===== config.mk =====
export PLATFORM = sky130hd
export DESIGN_NAME = mux4way_rr_arbiter
export DESIGN_NICKNAME = d
export VERILOG_FILES = /design/src/rtl/mux4way_pkg.sv /design/src/rtl/rr_pick4.sv /design/src/rtl/mux4way_rr_arbiter.sv
export SDC_FILE = /design/constraint.sdc
export NUM_CORES = 1
export LEC_CHECK = 0
export CAP_MARGIN = 20
export CORE_MARGIN = 2
export CORE_UTILIZATION = 40
export CTS_CLUSTER_DIAMETER = 50
export DETAILED_ROUTE_END_ITERATION = 10
export PLACE_DENSITY = 0.74
export SYNTH_ARGS = -nofsm -noshare
export SYNTH_HDL_FRONTEND = slang
export SYNTH_SLANG_ARGS = --single-unit

===== constraint.sdc =====
create_clock -name clk -period 3.4 [get_ports clk]
set_clock_uncertainty 0.1 [all_clocks]
set_input_delay 1.02 -clock clk [delete_from_list [all_inputs] [get_ports clk]]
set_output_delay 1.02 -clock clk [all_outputs]
set_load 0.02 [all_outputs]

===== src/rtl/mux4way_pkg.sv =====
// Shared definitions for the 4-way round-robin merge arbiter.
package mux4way_pkg;

  localparam int N_CH  = 4;
  localparam int SEL_W = 2;

  // The pointer starts at the last channel so that channel a is searched first.
  localparam logic [SEL_W-1:0] PTR_RST = 2'd3;

  // IDLE: free to pick a new packet. LOCKED: the output belongs to one channel until its last beat.
  typedef enum logic {
    IDLE,
    LOCKED
  } state_t;

endpackage


===== src/rtl/rr_pick4.sv =====
// Combinational round-robin picker for four requesters.
// The search starts at ptr+1 and wraps around, so ptr itself has the lowest priority.
module rr_pick4
  import mux4way_pkg::*;
(
  input  logic [N_CH-1:0]  req,
  input  logic [SEL_W-1:0] ptr,
  output logic             any,
  output logic [SEL_W-1:0] grant
);

  logic             found;
  logic [SEL_W-1:0] idx;

  // Scan ptr+1, ptr+2, ptr+3, ptr and keep the first request found.
  always_comb begin
    // NOTE: every variable written here gets a default first, so no path can infer a latch.
    any   = |req;
    grant = '0;
    found = 1'b0;
    idx   = '0;
    for (int i = 1; i <= N_CH; i++) begin
      idx = ptr + SEL_W'(i);
      if (!found && req[idx]) begin
        grant = idx;
        found = 1'b1;
      end
    end
  end

endmodule


===== src/rtl/mux4way_rr_arbiter.sv =====
// Four valid/ready input channels merged into one registered output stream.
// Arbitration is round-robin between packets. A granted channel keeps the output until its last beat.
module mux4way_rr_arbiter
  import mux4way_pkg::*;
#(
  parameter int WIDTH = 8
) (
  input  logic                  clk,
  input  logic                  rst,
  input  logic [4*WIDTH-1:0]    in_data,
  input  logic [3:0]            in_valid,
  input  logic [3:0]            in_last,
  output logic [3:0]            in_ready,
  output logic [WIDTH-1:0]      out_data,
  output logic                  out_last,
  output logic [1:0]            out_sel,
  output logic                  out_valid,
  input  logic                  out_ready
);

  state_t     state;
  state_t     state_nxt;
  logic [1:0] ptr;
  logic [1:0] lock;
  logic [1:0] pick_g;
  logic       pick_any;
  logic [1:0] src;
  logic       ld;
  logic       take;

  rr_pick4 u_pick (
    .req   (in_valid),
    .ptr   (ptr),
    .any   (pick_any),
    .grant (pick_g)
  );

  // The output register can take a beat when it is empty or being drained this cycle.
  assign ld   = !out_valid | out_ready;
  assign src  = (state == LOCKED) ? lock : pick_g;
  assign take = |(in_ready & in_valid);

  // State register.
  always_ff @(posedge clk or posedge rst) begin
    // NOTE: sequential state uses non-blocking assignments so every flop samples pre-edge values.
    if (rst) state <= IDLE;
    else     state <= state_nxt;
  end

  // Next state: lock on a multi-beat packet start, release on the locked channel's last beat.
  always_comb begin
    state_nxt = state;
    case (state)
      IDLE:   if (take && !in_last[pick_g]) state_nxt = LOCKED;
      LOCKED: if (take && in_last[lock])    state_nxt = IDLE;
    endcase
  end

  // Ready decode. In reset it is forced low so no beat can be offered.
  always_comb begin
    in_ready = '0;
    if (!rst) begin
      case (state)
        IDLE:   if (ld && pick_any) in_ready[pick_g] = 1'b1;
        LOCKED: in_ready[lock] = ld;
      endcase
    end
  end

  // Pointer and lock follow the channel that started a packet. While locked, ptr already equals lock.
  always_ff @(posedge clk or posedge rst) begin
    if (rst) begin
      ptr  <= PTR_RST;
      lock <= '0;
    end else if (state == IDLE && take) begin
      ptr  <= pick_g;
      lock <= pick_g;
    end
  end

  // One-entry output stage. It loads on an input transfer, empties when drained, and holds otherwise.
  always_ff @(posedge clk or posedge rst) begin
    // NOTE: the data fields are reset too, so the outputs read a known zero, not X, before the first beat.
    if (rst) begin
      out_valid <= 1'b0;
      out_data  <= '0;
      out_last  <= 1'b0;
      out_sel   <= '0;
    end else if (take) begin
      out_valid <= 1'b1;
      out_data  <= in_data[src*WIDTH +: WIDTH];
      out_last  <= in_last[src];
      out_sel   <= src;
    end else if (out_ready) begin
      out_valid <= 1'b0;
    end
  end

endmodule


# Word-level counts from Yosys, hierarchy flattened

Cells that the tools add are included.

Register bits: 17
Bits of input ports: 43
Output and inout bits: 16
Logic and storage cells: 75

Add/subtract/negate cells: 3
Reductions and logical operators: 17
Bitwise logic cells: 4
Shift-type cells: 1
$lt $le $gt $ge: 9
Muxes and demuxes: 34

Operators by type and width:

| cell                  | number |
|---|---|
| $shiftx A32 B6 Y8     | 1 |
| $lt A2 B3 Y1 const B  | 7 |
| $mux W1               | 16 |
| $bmux W1 S2           | 7 |
| $mux W2               | 5 |
| $logic_and A1 B1 Y1   | 9 |
| $and A4 B4 Y4         | 2 |
| $mux W4               | 2 |
| $pmux W4 S2           | 1 |
| $reduce_or A4 Y1      | 2 |
| $logic_not A1 Y1      | 5 |
| $add A2 B2 Y2 const B | 2 |
| $demux W1 S2          | 2 |
| $ge A2 B1 Y1 const B  | 2 |
| $add A2 B1 Y2 const B | 1 |
| $pmux W1 S2           | 1 |
| $reduce_bool A2 Y1    | 1 |
| $not A1 Y1            | 1 |
| $or A1 B1 Y1          | 1 |

# Depth between registers and ports, before layout

Gate-level depths: netlist of run 1.

Word-level depth: 25
Gate-level depth with buffers: 7
Gate-level depth less buffers: 5

# Cells and area by module

Synthesis of run 1 repeated with hierarchy kept, for this count alone.

Cells, all modules: 98
Area total of the unflattened synthesis: 1244.9 µm²

By module, submodules not included:

| module             | cells an instance | area each (µm²) | instances |
|---|---|---|---|
| mux4way_rr_arbiter | 84                | 1163.6          | 1 |
| rr_pick4           | 14                | 81.3            | 1 |

# Worst setup path before layout of run 1

No wires, ideal clock.

Path kind: input to output
Start: in rst
End: out in_ready[1]
Cell stages on the path: 5
Buffers on the path: 0
Path slack: -0.364 ns
Arrival time: 2.644 ns
Cells stage by stage: inv_1 nand2_1 nor3_1 nand2_1 o32ai_1

Word-level cells in the longest chain between the ends: 1

RTL lines:

| item        | RTL line                 | text |
|---|---|---|
| from (decl) | mux4way_rr_arbiter.sv:9  | `input logic rst,` |
| $mux W4     | mux4way_rr_arbiter.sv:62 | `if (!rst) begin` |
| to (decl)   | mux4way_rr_arbiter.sv:13 | `output logic [3:0] in_ready,` |

No other way between the ends.

# Final worst setup path of run 1

Start: in in_valid[0]
End: out in_ready[3]

Word-level cells in the longest chain between the ends: 19

RTL lines:

| item                                                                      | RTL line                 | text |
|---|---|---|
| from (decl)                                                               | mux4way_rr_arbiter.sv:11 | `input logic [3:0] in_valid,` |
| $bmux W1 S2                                                               | rr_pick4.sv:24           | `if (!found && req[idx]) begin` |
| $mux W1 (implied by the code)                                             | rr_pick4.sv:24           |  |
| $mux W1                                                                   | rr_pick4.sv:24           |  |
| $logic_not A1 Y1                                                          | rr_pick4.sv:24           |  |
| $logic_and A1 B1 Y1                                                       | rr_pick4.sv:24           |  |
| $mux W1                                                                   | rr_pick4.sv:24           |  |
| $logic_not A1 Y1                                                          | rr_pick4.sv:24           |  |
| $logic_and A1 B1 Y1                                                       | rr_pick4.sv:24           |  |
| [... 3 more ...]                                                          | --                       |  |
| $mux W2                                                                   | rr_pick4.sv:24           |  |
| $lt A2 B3 Y1 (implied by the code) / $ge A2 B1 Y1 (equally long branches) | mux4way_rr_arbiter.sv:64 | `IDLE: if (ld && pick_any) in_ready[pick_g] = 1'b1;` |
| $logic_and A1 B1 Y1 (implied by the code)                                 | mux4way_rr_arbiter.sv:64 |  |
| $mux W1 (implied by the code)                                             | mux4way_rr_arbiter.sv:64 |  |
| $demux W1 S2                                                              | mux4way_rr_arbiter.sv:64 |  |
| $mux W4 *                                                                 | mux4way_rr_arbiter.sv:64 |  |
| $pmux W4 S2 *                                                             | mux4way_rr_arbiter.sv:63 | `case (state)` |
| $mux W4 *                                                                 | mux4way_rr_arbiter.sv:62 |  |

Every way passes the cells marked *; elsewhere a longest branch is shown, timed or not. The select of a mux whose other input is x is not followed.

==> qor.csv, run 1 <==
stage,metric,value,unit
outcome,status,"finished, violations left",
outcome,failing checks,negative setup slack,
finish,final antenna diode count,0,
floorplan,io pins,59,
timing,Period minus WS final,3.42,ns
synth,dominant cell type by area after synthesis,sky130_fd_sc_hd__dfrtp_1,
worst_setup_path,Crit Path Max Fanout,6,
finish,Layout area overhead,62.4,%
synth,post-synthesis sequential area ratio,0.275,
clock_network,Root Buffer Master,sky130_fd_sc_hd__clkbuf_8,
floorplan,die footprint,0.00440,mm2
synth,synth warn,0,
finish,ratio of cells with drive above 1 in the final layout,0.252,
clock_network,insertion delay to the later sink of the worst-skew pair,0.25,ns
placement,Final Wtd Congestion,0.875,
clock_network,clock transition at the register clock pins on the worst setup and hold paths after CTS,0.07,ns
grt,maximum number of pins on one net before global-route repair,23,
timing,number of endpoints with negative hold slack in the final report,0,
worst_setup_path,Crit path buffers/inverters,2,
floorplan,die height,66.4,um
timing,fin crit share,1.01,
worst_setup_path,endpoint class of the critical path,output port,
grt,first-pass GRT wire length,8.22,mm
timing,worst slew pin tran,0.676,ns
grt,antenna violations before repair,0,
finish,Filler cells,328,
synth,leading post-synthesis cells by cell area,"sky130_fd_sc_hd__dfrtp_1, sky130_fd_sc_hd__a211oi_1, sky130_fd_sc_hd__nand2_1",
clock_network,maximum clock insertion buffer count,2,
timing,count of final setup violators,1,
worst_setup_path,crit path max-delay cell type,sky130_fd_sc_hd__or3_4,
grt,number of global-route vias before repair,1764,
synth,netlist area before placement,0.00156,mm2
routing,vias per cell,5.76,
hold_path,Hold/Removal Path Class,reg2reg,
timing,Fmax achieved,292,MHz
timing,worst-case headroom to the max-slew limit,0.538,
synth,post-synthesis register bit count,17,
worst_setup_path,kind of critical path,in2out,
floorplan,total number of placement rows,22,
timing,Worst Slack Setup Final,-0.0189,ns
power,worst ir drop on vdd,0.000483,V
routing,overall routed net length,5.21,mm
floorplan,Die X,66.4,um
routing,DRC viols,0,
clock_network,clock tree from TritonCTS,yes,
worst_setup_path,critical path data arrival time,2.30,ns
timing,unrepaired setup endpoints after global routing,true,
finish,most used cells in the layout excluding fill and tap cells,"sky130_fd_sc_hd__clkdlybuf4s50_1, sky130_fd_sc_hd__buf_4, sky130_fd_sc_hd__nand2_1",
worst_setup_path,cell-by-cell trace of the critical path,"buf_2, o211a_1, nor2_2, nand2_1, or3_4, a21oi_2, buf_4",
placement,buffers added on ports,58,
floorplan,Initial Util,0.422,
floorplan,placeable core region,0.00369,mm2
grt,total track usage,0.239,
routing,drt first-iter violations,104,
synth,fraction of registers with async set/reset,1.00,
finish,final-stage net count,314,
power,cell area power density,809,mW/mm2
clock_network,depth of the CTS H-tree,1,
synth,"EDFF count, synth",0,
placement,total half-perimeter wirelength after legalization and detailed placement,3.84,mm
finish,Final Core Density,0.685,
clock_network,clock sink count,17,
synth,Syn Area/Cell,8.10,um2
grt,Congestion Overflow GR,0,
worst_setup_path,Worst EP required,2.28,ns
power,P_leak,1.10,nW
routing,Avg WL per Cell,16.4,um
synth,Cells after Synth,192,
worst_setup_path,startpoint kind of the worst setup timing path,input pin,
worst_setup_path,CP top delay family,simple AND/OR/NAND/NOR gates,
synth,number of library cell types mapped by synthesis,42,
synth,net count of the mapped netlist,235,
timing,Final Max Tran Viols,0,
timing,final setup TNS,-0.0189,ns
clock_network,cts bufs inserted,3,
routing,remaining number of nets flagged by the antenna check after routing,0,
synth,"Primary FF master, synth",sky130_fd_sc_hd__dfrtp_1,
routing,detailed-routing iteration count for the pre-antenna-repair pass,5,
routing,via total after detailed routing,1833,
job,count of maximum capacitance violations,0,
finish,"commonest non-fill, non-tap cell in the layout",sky130_fd_sc_hd__clkdlybuf4s50_1,
worst_setup_path,maximum single-stage delay on the critical path,0.37,ns
synth,proportion of netlist area held by the largest area contributor,0.241,
worst min-delay path, stage by stage, from the launching register on:
cell,delay [ns]
sky130_fd_sc_hd__dfrtp_1,0.34
sky130_fd_sc_hd__nand2_1,0.05
sky130_fd_sc_hd__o41ai_1,0.06
synth_stat cells (all sizes together) (4+ instances only):
library cell and count:
buf 6, clkbuf 11, nor2b 10, o21ai 5
nand2 28, dfrtp 15, a211oi 20, o211a 10
a21boi 9, o41ai 9, nor2 5, a2111oi 9
a21oi 10, o31ai 4
registers in the layout (all words and copies together) (netlist names):
register / cells
out_valid: 1
out_last: 1
lock: 2
out_data: 8
out_sel: 2
state: 1
ptr: 2
cell type report:
type,instances,area [um2],area share
Tap cell,48,60.1,0.0238
Clock inverter,1,5.00,0.00198
Sequential cell,17,428,0.169
Multi-Input combinational cell,154,1140,0.452
Timing Repair Buffer,91,832,0.329
Inverter,4,18.8,0.00743
Clock buffer,3,41.3,0.0163
cell families (layout without fill, tap and decap cells):
| family | after synthesis | count (layout) | share of synthesized area |
|---|---|---|---|
| flip-flops | 17 | 17 | 0.275 |
| multiplexers | 4 | 4 | 0.0265 |
| AO/OA/AOI/OAI | 88 | 88 | 0.443 |
| buffers and inverters | 21 | 99 | 0.0539 |
| AND/OR/NAND/NOR | 62 | 62 | 0.201 |
what timing repair did:
item	4_1_cts	5_1_grt
gates resized for setup	42	17
pin swaps	5	8
setup endpoints to repair	4	4
gates cloned	0	0
endpoints found under the hold margin	0	0
buffers inserted	0	1
hold buffers	0	0
through the flow:
stage / hold slack, ns / power, mW / instances / setup slack [ns] / area [um2]
2_1_floorplan: 0.399 / 1.19 / 192 / 0.00779 / 1570
3_3_place_gp: 0.368 / 1.79 / 313 / -0.797 / 2390
3_5_place_dp: 0.361 / 1.81 / 313 / -0.824 / 2390
4_1_cts: 0.384 / 1.99 / 317 / -0.00124 / 2470
5_1_grt: 0.409 / 2.19 / 318 / -0.0588 / 2530
6_report: 0.380 / 2.04 / 318 / -0.0189 / 2530
report_power, final:
| group | leakage, nW | internal [mW] | switching (mW) |
|---|---|---|---|
| logic | 0.867 | 0.693 | 0.764 |
| clock network | 0.0255 | 0.0811 | 0.0695 |
| registers | 0.204 | 0.312 | 0.125 |
path summary, 6_finish.rpt:
kind / start / depth (start not counted) / to / slack [ns]
min in group asynchronous: rst / 3 / out_last / 0.79
min: out_data[5] / 2 / out_data[5] / 0.38
max: in_valid[0] / 7 / in_ready[3] / -0.02
min reg2reg: out_data[5] / 2 / out_data[5] / 0.38
max in group asynchronous: rst / 3 / ptr[0] / 2.15
max reg2reg: lock[1] / 5 / out_data[4] / 0.84
layer usage:
metal,track usage,routed length [um]
met3,0.0307,335
met4,0.0485,37
met2,0.378,2330
met5,0,0
met1,0.347,2510
(Power assumes the default switching activity.)
==> run 2: changes to the inputs <==
--- a/config.mk
+++ b/config.mk
@@ -5,7 +5,7 @@
 export SDC_FILE = /design/constraint.sdc
 export NUM_CORES = 1
 export LEC_CHECK = 0
-export CAP_MARGIN = 20
+export ABC_CLOCK_PERIOD_IN_PS = 3400
 export CORE_MARGIN = 2
 export CORE_UTILIZATION = 40
 export CTS_CLUSTER_DIAMETER = 50
==> results of run 2 <==
No change in the layout: final DEF, timing and power equal those of run 1.
